<file path="config.mk">
export PLATFORM = sky130hd
export DESIGN_NAME = contador_garrafas
export DESIGN_NICKNAME = d
export VERILOG_FILES = /design/src/rtl/contador_garrafas_pkg.sv /design/src/rtl/contador_garrafas_filtro_sensor.sv /design/src/rtl/contador_garrafas.sv
export SDC_FILE = /design/constraint.sdc
export NUM_CORES = 1
export LEC_CHECK = 0
export ABC_AREA = 0
export CORE_AREA = 2 2 39 41
export CTS_CLUSTER_DIAMETER = 120
export DETAILED_ROUTE_END_ITERATION = 7
export DIE_AREA = 0 0 41 43
export GPL_ROUTABILITY_DRIVEN = 1
export PLACE_DENSITY = 0.66
export SLEW_MARGIN = 10
export SYNTH_ARGS = -nofsm -noshare
export SYNTH_HDL_FRONTEND = slang
export SYNTH_HIERARCHICAL = 1
export SYNTH_SLANG_ARGS = --single-unit
</file>
<file path="constraint.sdc">
create_clock -name clk -period 1.4 [get_ports clk]
set_input_delay 0.28 -clock clk [delete_from_list [all_inputs] [get_ports clk]]
set_output_delay 0.28 -clock clk [all_outputs]
set_load 0.03 [all_outputs]
</file>
<file path="src/rtl/contador_garrafas_pkg.sv">
// rtl/contador_garrafas_pkg.sv - shared constants and FSM encodings for the bottle counter
package contador_garrafas_pkg;

  localparam int CONT_W                  = 4;
  localparam int GARRAFAS_POR_DUZIA_DEF  = 12;
  localparam int DEBOUNCE_CYCLES_DEF     = 4;

  typedef logic [1:0] estado_t;

  localparam estado_t LIVRE        = 2'd0;
  localparam estado_t CONFIRMA_ON  = 2'd1;
  localparam estado_t OCUPADO      = 2'd2;
  localparam estado_t CONFIRMA_OFF = 2'd3;

endpackage

</file>
<file path="src/rtl/contador_garrafas_filtro_sensor.sv">
// rtl/contador_garrafas_filtro_sensor.sv - sensor synchronizer and debounce FSM
// det is a registered one-cycle strobe per accepted bottle arrival.
module filtro_sensor
  import contador_garrafas_pkg::*;
#(
  parameter int DEBOUNCE_CYCLES = DEBOUNCE_CYCLES_DEF
) (
  input  logic clk,
  input  logic reset,
  input  logic sensor_garrafa,
  output logic det
);

  localparam int CW = (DEBOUNCE_CYCLES < 2) ? 1 : $clog2(DEBOUNCE_CYCLES);
  localparam logic [CW-1:0] CNT_UM  = CW'(1);
  localparam logic [CW-1:0] CNT_FIM = CW'(DEBOUNCE_CYCLES - 1);
  localparam bit UM_CICLO = (DEBOUNCE_CYCLES == 1);

  logic          sync1_q, sync2_q;
  estado_t       state_q, state_d;
  logic [CW-1:0] cnt_q, cnt_d;
  logic          det_q, det_d;
  logic          s_sync;
  logic          estavel;

  assign s_sync  = sync2_q;
  assign estavel = UM_CICLO || (cnt_q == CNT_FIM);
  assign det     = det_q;

  always_comb begin
    state_d = state_q;
    cnt_d   = cnt_q;
    det_d   = 1'b0;
    case (state_q)
      LIVRE: begin
        if (s_sync) begin
          state_d = CONFIRMA_ON;
          cnt_d   = CNT_UM;
        end
      end
      CONFIRMA_ON: begin
        if (!s_sync) begin
          state_d = LIVRE;
        end else if (estavel) begin
          state_d = OCUPADO;
          det_d   = 1'b1;
        end else begin
          cnt_d = cnt_q + CNT_UM;
        end
      end
      OCUPADO: begin
        if (!s_sync) begin
          state_d = CONFIRMA_OFF;
          cnt_d   = CNT_UM;
        end
      end
      CONFIRMA_OFF: begin
        // a returning level means the same bottle is still there: no new det
        if (s_sync) begin
          state_d = OCUPADO;
        end else if (estavel) begin
          state_d = LIVRE;
        end else begin
          cnt_d = cnt_q + CNT_UM;
        end
      end
      default: state_d = LIVRE;
    endcase
  end

  always_ff @(posedge clk) begin
    if (reset) begin
      sync1_q <= 1'b0;
      sync2_q <= 1'b0;
      state_q <= LIVRE;
      cnt_q   <= '0;
      det_q   <= 1'b0;
    end else begin
      sync1_q <= sensor_garrafa;
      sync2_q <= sync1_q;
      state_q <= state_d;
      cnt_q   <= cnt_d;
      det_q   <= det_d;
    end
  end

endmodule

</file>
<file path="src/rtl/contador_garrafas.sv">
// rtl/contador_garrafas.sv - bottle counter modulo one dozen with dozen pulse
// Optional total_garrafas output enabled by GARRAFA_TOTAL_EN.
module contador_garrafas
  import contador_garrafas_pkg::*;
#(
  parameter int GARRAFAS_POR_DUZIA = GARRAFAS_POR_DUZIA_DEF,
  parameter int DEBOUNCE_CYCLES    = DEBOUNCE_CYCLES_DEF
) (
  input  logic              clk,
  input  logic              reset,
  input  logic              start_proc,
  input  logic              esteira_on,
  input  logic              sensor_garrafa,
  output logic [CONT_W-1:0] contagem_garrafas,
  output logic              garrafa_detectada,
  output logic              inc_duzia
`ifdef GARRAFA_TOTAL_EN
  ,
  output logic [15:0]       total_garrafas
`endif
);

  localparam logic [CONT_W-1:0] ULTIMA = CONT_W'(GARRAFAS_POR_DUZIA - 1);

  logic              det;
  logic              conta;
  logic [CONT_W-1:0] cnt_q, cnt_d;
  logic              gd_q, gd_d;
  logic              inc_q, inc_d;

  filtro_sensor #(
    .DEBOUNCE_CYCLES(DEBOUNCE_CYCLES)
  ) u_filtro (
    .clk           (clk),
    .reset         (reset),
    .sensor_garrafa(sensor_garrafa),
    .det           (det)
  );

  // start_proc wins over a simultaneous detection
  assign conta = det && esteira_on && !start_proc;

  always_comb begin
    cnt_d = cnt_q;
    gd_d  = 1'b0;
    inc_d = 1'b0;
    if (start_proc) begin
      cnt_d = '0;
    end else if (conta) begin
      gd_d = 1'b1;
      if (cnt_q == ULTIMA) begin
        cnt_d = '0;
        inc_d = 1'b1;
      end else begin
        cnt_d = cnt_q + CONT_W'(1);
      end
    end
  end

  always_ff @(posedge clk) begin
    if (reset) begin
      cnt_q <= '0;
      gd_q  <= 1'b0;
      inc_q <= 1'b0;
    end else begin
      cnt_q <= cnt_d;
      gd_q  <= gd_d;
      inc_q <= inc_d;
    end
  end

  assign contagem_garrafas = cnt_q;
  assign garrafa_detectada = gd_q;
  assign inc_duzia         = inc_q;

`ifdef GARRAFA_TOTAL_EN
  logic [15:0] total_q, total_d;

  always_comb begin
    total_d = total_q;
    if (conta && (total_q != 16'hFFFF)) begin
      total_d = total_q + 16'd1;
    end
  end

  always_ff @(posedge clk) begin
    if (reset) begin
      total_q <= '0;
    end else begin
      total_q <= total_d;
    end
  end

  assign total_garrafas = total_q;
`endif

endmodule

</file>
==> results of run 1 <==
-- synthesized netlist by cell type (2+ instances only) --
cell	number
a21oi_1	4
dfxtp_1	13
ha_1	2
inv_1	2
nand2_1	7
nor2_1	3
nor2b_1	2
nor3_1	2
o21ai_0	3
or4_1	2
-- sequential cells by signal (all words and copies together), names as in the netlist, named ones only --
register / flops
u_filtro/s_sync: 1
u_filtro/sync1_q: 1
u_filtro/cnt_q: 2
u_filtro/det: 1
u_filtro/state_q: 1
contagem_garrafas: 4
inc_duzia: 1
garrafa_detectada: 1
-- layer usage --
layer	global-route usage, %	vias up	share of wire, %
li1	-	236	-
met1	16.29	210	45
met2	21.25	8	50
met3	3.141	0	4.4
met4	10.00	0	0
met5	0	-	0
-- stage by stage --
step | power [W] | hold slack [ns] | setup WS, ns
final | 0.0006431 | 0.4427 | 0.08791
after global routing | 0.0006690 | 0.4746 | 0.03743
after CTS | 0.0006566 | 0.4439 | 0.06404
after detailed placement | 0.0004210 | 0.4247 | -0.2044
after global placement | 0.0004205 | 0.4181 | -0.1853
after floorplan | 0.0003982 | 0.3491 | 0.03193
-- final timing paths --
path | start | to
worst max register to register | contagem_garrafas[0] | contagem_garrafas[2]
worst min-delay path | u_filtro/sync1_q | u_filtro/s_sync
worst min register to register | u_filtro/sync1_q | u_filtro/s_sync
worst max-delay path | contagem_garrafas[0] | contagem_garrafas[0]
-- cell type report --
type / count / area share (%)
sequential: 13 / 36.40
multi-input combinational: 39 / 36.57
inverter: 3 / 1.560
clock buffer: 4 / 3.640
tap: 16 / 2.773
timing repair buffer: 16 / 19.06
-- timing repair --
item | in CTS | in global routing
hold buffers | 0 | 0
gates resized for setup | 6 | 0
endpoints found under the setup margin | 6 | 0
-- cell families (layout without fill, tap and decap cells) --
group / after synthesis / count (layout) / synth area share, %
AO/OA/AOI/OAI: 11 / 11 / 12.62
flip-flops: 13 / 13 / 48.60
buffers and inverters: 3 / 23 / 2.103
XOR/XNOR: 1 / 1 / 1.636
AND/OR/NAND/NOR: 24 / 24 / 28.51
multiplexers: 1 / 1 / 1.869
adder cells (fa/ha/maj): 2 / 2 / 4.672
-- power by group through the flow --
stage	Sequential, W	Combinational, W	Clock, W
final	0.000378	0.0000339	0.000232
after global routing	0.000379	0.0000382	0.000252
after CTS	0.000378	0.0000347	0.000244
after detailed placement	0.000387	0.0000344	0
after global placement	0.000386	0.0000341	0
after floorplan	0.000386	0.0000125	0
==> results by group, run 1 <==
Status
  • Outcome: completed

Clock network
  • Clk sinks: 13
  • Root Driver: clkbuf_4
  • CTS Buf Count: 3
  • Clock Latency Late Sink: 0.27 ns
  • CTS tree: yes
  • H-tree levels: 1
  • Setup Buffers After CTS: 0
  • CTS Buffer Depth: 2
  • Clock transition at path regs: 0.08 ns

STA
  • RSZ-0062 raised after global routing: no
  • TNS Setup: 0 ns
  • Final clock skew: just under 0.006 ns
  • Final min period: roughly 1.3 ns
  • # setup viols final: 0
  • Period utilisation layout: 93.72%
  • Max-slew violations: 0
  • Worst slew pin tran: a little under 0.4 ns
  • Final hold vios: 0
  • Rel. slew slack: between 70% and 80%
  • Fmax: 762.1 MHz

Logic synthesis
  • Synthesized area: 535.5 um2
  • Synth top area cells: dfxtp_1 49%, nand2_1 4.9%, ha_1 4.7%, a21oi_1 3.7%, nand3b_4 3.7%
  • Number of synthesized flops with an enable pin: 0
  • Yosys top cell area share: just under 50%
  • Asr flop ratio synth: 0%
  • Syn nets: 62
  • Synth area leader: dfxtp_1
  • Sequential-to-total area share from yosys stat: 48.60%
  • Netlist cell types: 25
  • Syn_area_per_cell: slightly below 10 um2
  • Synth Warn #: 6
  • Number of synthesized register bits: 13
  • Mapped Cells: 55
  • Top_reg_cell synth: dfxtp_1

Pwr
  • Clk pwr share: 36.0%
  • Power Density: 890.8 nW/um2
  • Sequential fraction of design power: between 50% and 60%
  • Switch share: a little over a fifth
  • Internal Pwr Total: 0.0005060 W
  • Combinational power share: 5.3%
  • Psw: 0.0001371 W
  • Worst vdd ir: 0.6322 mV
  • Leak pwr: 0.3118 nW

Floorplanning
  • Die Width: 41 um
  • Core Rows: 14
  • Core area: 1384 um2
  • Initial Util: 38.70%
  • DIE HEIGHT: 43 um
  • # IOs: 11
  • Die area: 1763 um2

Drt
  • Vias: approximately 450
  • Post-Route WL: between 900 and 1000 um
  • Wire per inst: between 10 and 15 um
  • Drt pass-1 iters: 4
  • Drt initial violations: 3
  • Vias/cell: 4.989
  • Final ANT Viol Nets: 0
  • DRC: 0

Worst setup path
  • Crit path depth: 1
  • Reg2reg setup slack: 0.13 ns
  • CP required: 1.12 ns
  • Crit start category: register
  • CP max stage cell: dlygate4sd2_1
  • CP arrival: 1.03 ns
  • CP Buf/Inv Count: 1
  • R2R depth: 4
  • Capturing element type of the critical path: output pin
  • Worst-path cell chain: dlygate4sd2_1
  • Critical path class: register to output pin
  • CP top delay family: buffers and inverters
  • Max stage delay on crit path: 0.40 ns
  • Max FO, Critical Path: 5

Finish
  • Most common cell after layout, fill and taps aside: dfxtp_1
  • Final #Nets: 83
  • Finished Core Util: 52.17%
  • Register area: 262.8 um2
  • Design Area, Final: ~720 um2
  • Area of the multi-input gates: 264.0 um2
  • Share of cells above drive strength 1: about a fifth
  • Fill cells: 144
  • Layout area overhead: 34.81%
  • Most frequent cells in the layout: 11 x dfxtp_1, 7 x nand2_1, 6 x dlygate4sd2_1, 6 x buf_4
  • # diodes: 0
  • Final cell count without fillers: 91

Flow run
  • Max-cap check violation count: 0

Placed design
  • Placed Cells incl. Taps: 87
  • Hpwl dp: 718.5 um
  • GPL Wtd Cong: around 0.65
  • I/O Buffers: 10
  • DP Area: 703.2 um2

Global route
  • GR Overflow Total: 0
  • First-pass GRT wire length: 1635 um
  • Number of global-route vias before repair: 431
  • Largest net degree at the start of global routing: 8
  • GRT Overall Usage: 14.01%
  • Initial antenna violation count: 0

Worst hold path
  • Worst hold path type: register to register
  • Hold Path Depth: 1
No activity file was read; power rests on OpenSTA's default activity.
==> run 2, diff against run 1 <==
Settings changed: HOLD_SLACK_MARGIN set to 0.15, PLACE_DENSITY 0.66 to 0.65.
==> run 2 against run 1 <==
- first-iteration DRC count grew to 4.0 times the previous value
- count of clock-buffer cells in the layout unchanged
- non-clock buffer count fell by 1
- critical endpoint is now contagem_garrafas[3]
- largest cell class unchanged
==> results by group, run 2 (synthesis gave the netlist of run 1 again) <==
Status
  • Outcome: completed

Clock network
  • Clock Latency Late Sink: ~0.27 ns
  • CTS tree: yes
  • Clock transition at path regs: around 0.080 ns
  • CTS Buf Count: 3
  • CTS Buffer Depth: 2
  • Root Driver: clkbuf_4
  • Clk sinks: 13
  • H-tree levels: 1

Floorplanning
  • Die area: 1763 um2
  • DIE HEIGHT: 43 um
  • Core Rows: 14
  • Initial Util: 38.70%
  • Core area: 1384 um2
  • Die Width: 41 um
  • # IOs: 11

STA
  • Worst slew pin tran: around 0.39 ns
  • Final hold vios: 0
  • Rel. slew slack: 73.85%
  • # setup viols final: 0
  • RSZ-0062 raised after global routing: no
  • TNS Setup: 0 ns
  • Fin Hold WS: 0.4527 ns
  • Final min period: 1.322 ns
  • Fmax: between 700 and 800 MHz
  • Max-slew violations: 0
  • Period utilisation layout: 94.46%
  • Setup ws final: 0.07757 ns
  • Final clock skew: around 0.0064 ns

Placed design
  • I/O Buffers: 10
  • DP Area: 695.7 um2
  • Dpl ws: -0.2062 ns
  • GPL Wtd Cong: just over 0.7
  • Hpwl dp: 712.9 um

Finish
  • Max FFs per register: 4
  • Share of cells above drive strength 1: between 20% and 30%
  • Most common cell after layout, fill and taps aside: dfxtp_1
  • Design Area, Final: 714.4 um2
  • Area of the multi-input gates: 264.0 um2
  • Fill cells: 136
  • Most frequent cells in the layout: 11 x dfxtp_1, 7 x nand2_1, 6 x dlygate4sd2_1
  • Final #Nets: 82
  • Register area: 262.8 um2
  • Layout area overhead: 33.41%
  • # diodes: 0

Worst hold path
  • Worst hold path type: register to register

Worst setup path
  • Max FO, Critical Path: 4
  • Capturing element type of the critical path: register
  • Crit start category: input port
  • CP arrival: 1.53 ns
  • CP required: 1.60 ns
  • Critical path class: input port to register

Global route
  • Largest net degree at the start of global routing: 8
  • Number of global-route vias before repair: 372
  • GR Overflow Total: 0
  • GRT Overall Usage: roughly an eighth
  • First-pass GRT wire length: ~1500 um
  • Initial antenna violation count: 0

Drt
  • WL met3: 57 um
  • M1 WL: 450 um
  • Drt pass-1 iters: 4
  • Wire per inst: 10.70 um
  • DR WL met2: 456 um
  • Vias: about 460
  • Final ANT Viol Nets: 0
  • Post-Route WL: approximately 960 um
  • DRC: 0
  • Highest routed layer: met3
  • Drt initial violations: 12
  • Vias/cell: 5.067

Pwr
  • Worst vdd ir: 0.7258 mV
  • Pwr Total: 0.0006415 W
  • Leak pwr: between 0.3 and 0.4 nW
  • Power Density: ~900 nW/um2

Flow run
  • Max-cap check violation count: 0
run 2: cell count changes in the layout (fill, tap and decap cells not counted), sizes merged:
cell  change
buf       -1
run 2: worst max-delay path, stage by stage:
cell	delay (ns)
clkdlybuf4s50_1	0.53
nand3b_4	0.10
or4_1	0.46
a31oi_1	0.16
run 2: routing by layer:
| metal | up-vias | global-route usage, % |
|---|---|---|
| met3 | 0 | 6.283 |
| met1 | 207 | 15.46 |
| met5 | - | 0 |
| li1 | 237 | - |
| met2 | 12 | 19.38 |
| met4 | 0 | 2.000 |
run 2: area by class of cell:
class,instances,area share (%)
Clock buffer,4,3.678
Inverter,3,1.576
Multi-Input combinational cell,39,36.95
Sequential cell,13,36.78
Tap cell,16,2.802
Timing Repair Buffer,15,18.21
run 2: power breakdown:
group          internal, W  switching (W)
Clock             0.000110       0.000118
Combinational    0.0000214      0.0000136
Sequential        0.000374     0.00000369
run 2: stage by stage:
step	utilization [%]	std cells
after global routing	51.63	90
after detailed placement	50.27	86
after global placement	50.27	86
after CTS	51.63	90
after floorplan	-	55
final	51.63	90
run 2: path summary, 6_finish.rpt:
check	start	endpoint	slack, ns	cells past startpoint
worst max register to register	contagem_garrafas[0]	contagem_garrafas[2]	0.11	4
worst max-delay path	esteira_on	contagem_garrafas[3]	0.08	4
worst min register to register	u_filtro/sync1_q	u_filtro/s_sync	0.45	1
worst min-delay path	u_filtro/sync1_q	u_filtro/s_sync	0.45	1
run 2: what timing repair did:
| action | 4_1_cts | 5_1_grt |
|---|---|---|
| buffers inserted | 0 | 0 |
| resized for setup | 6 | 0 |
| setup endpoints to repair | 6 | 0 |
| hold buffers | 0 | 0 |
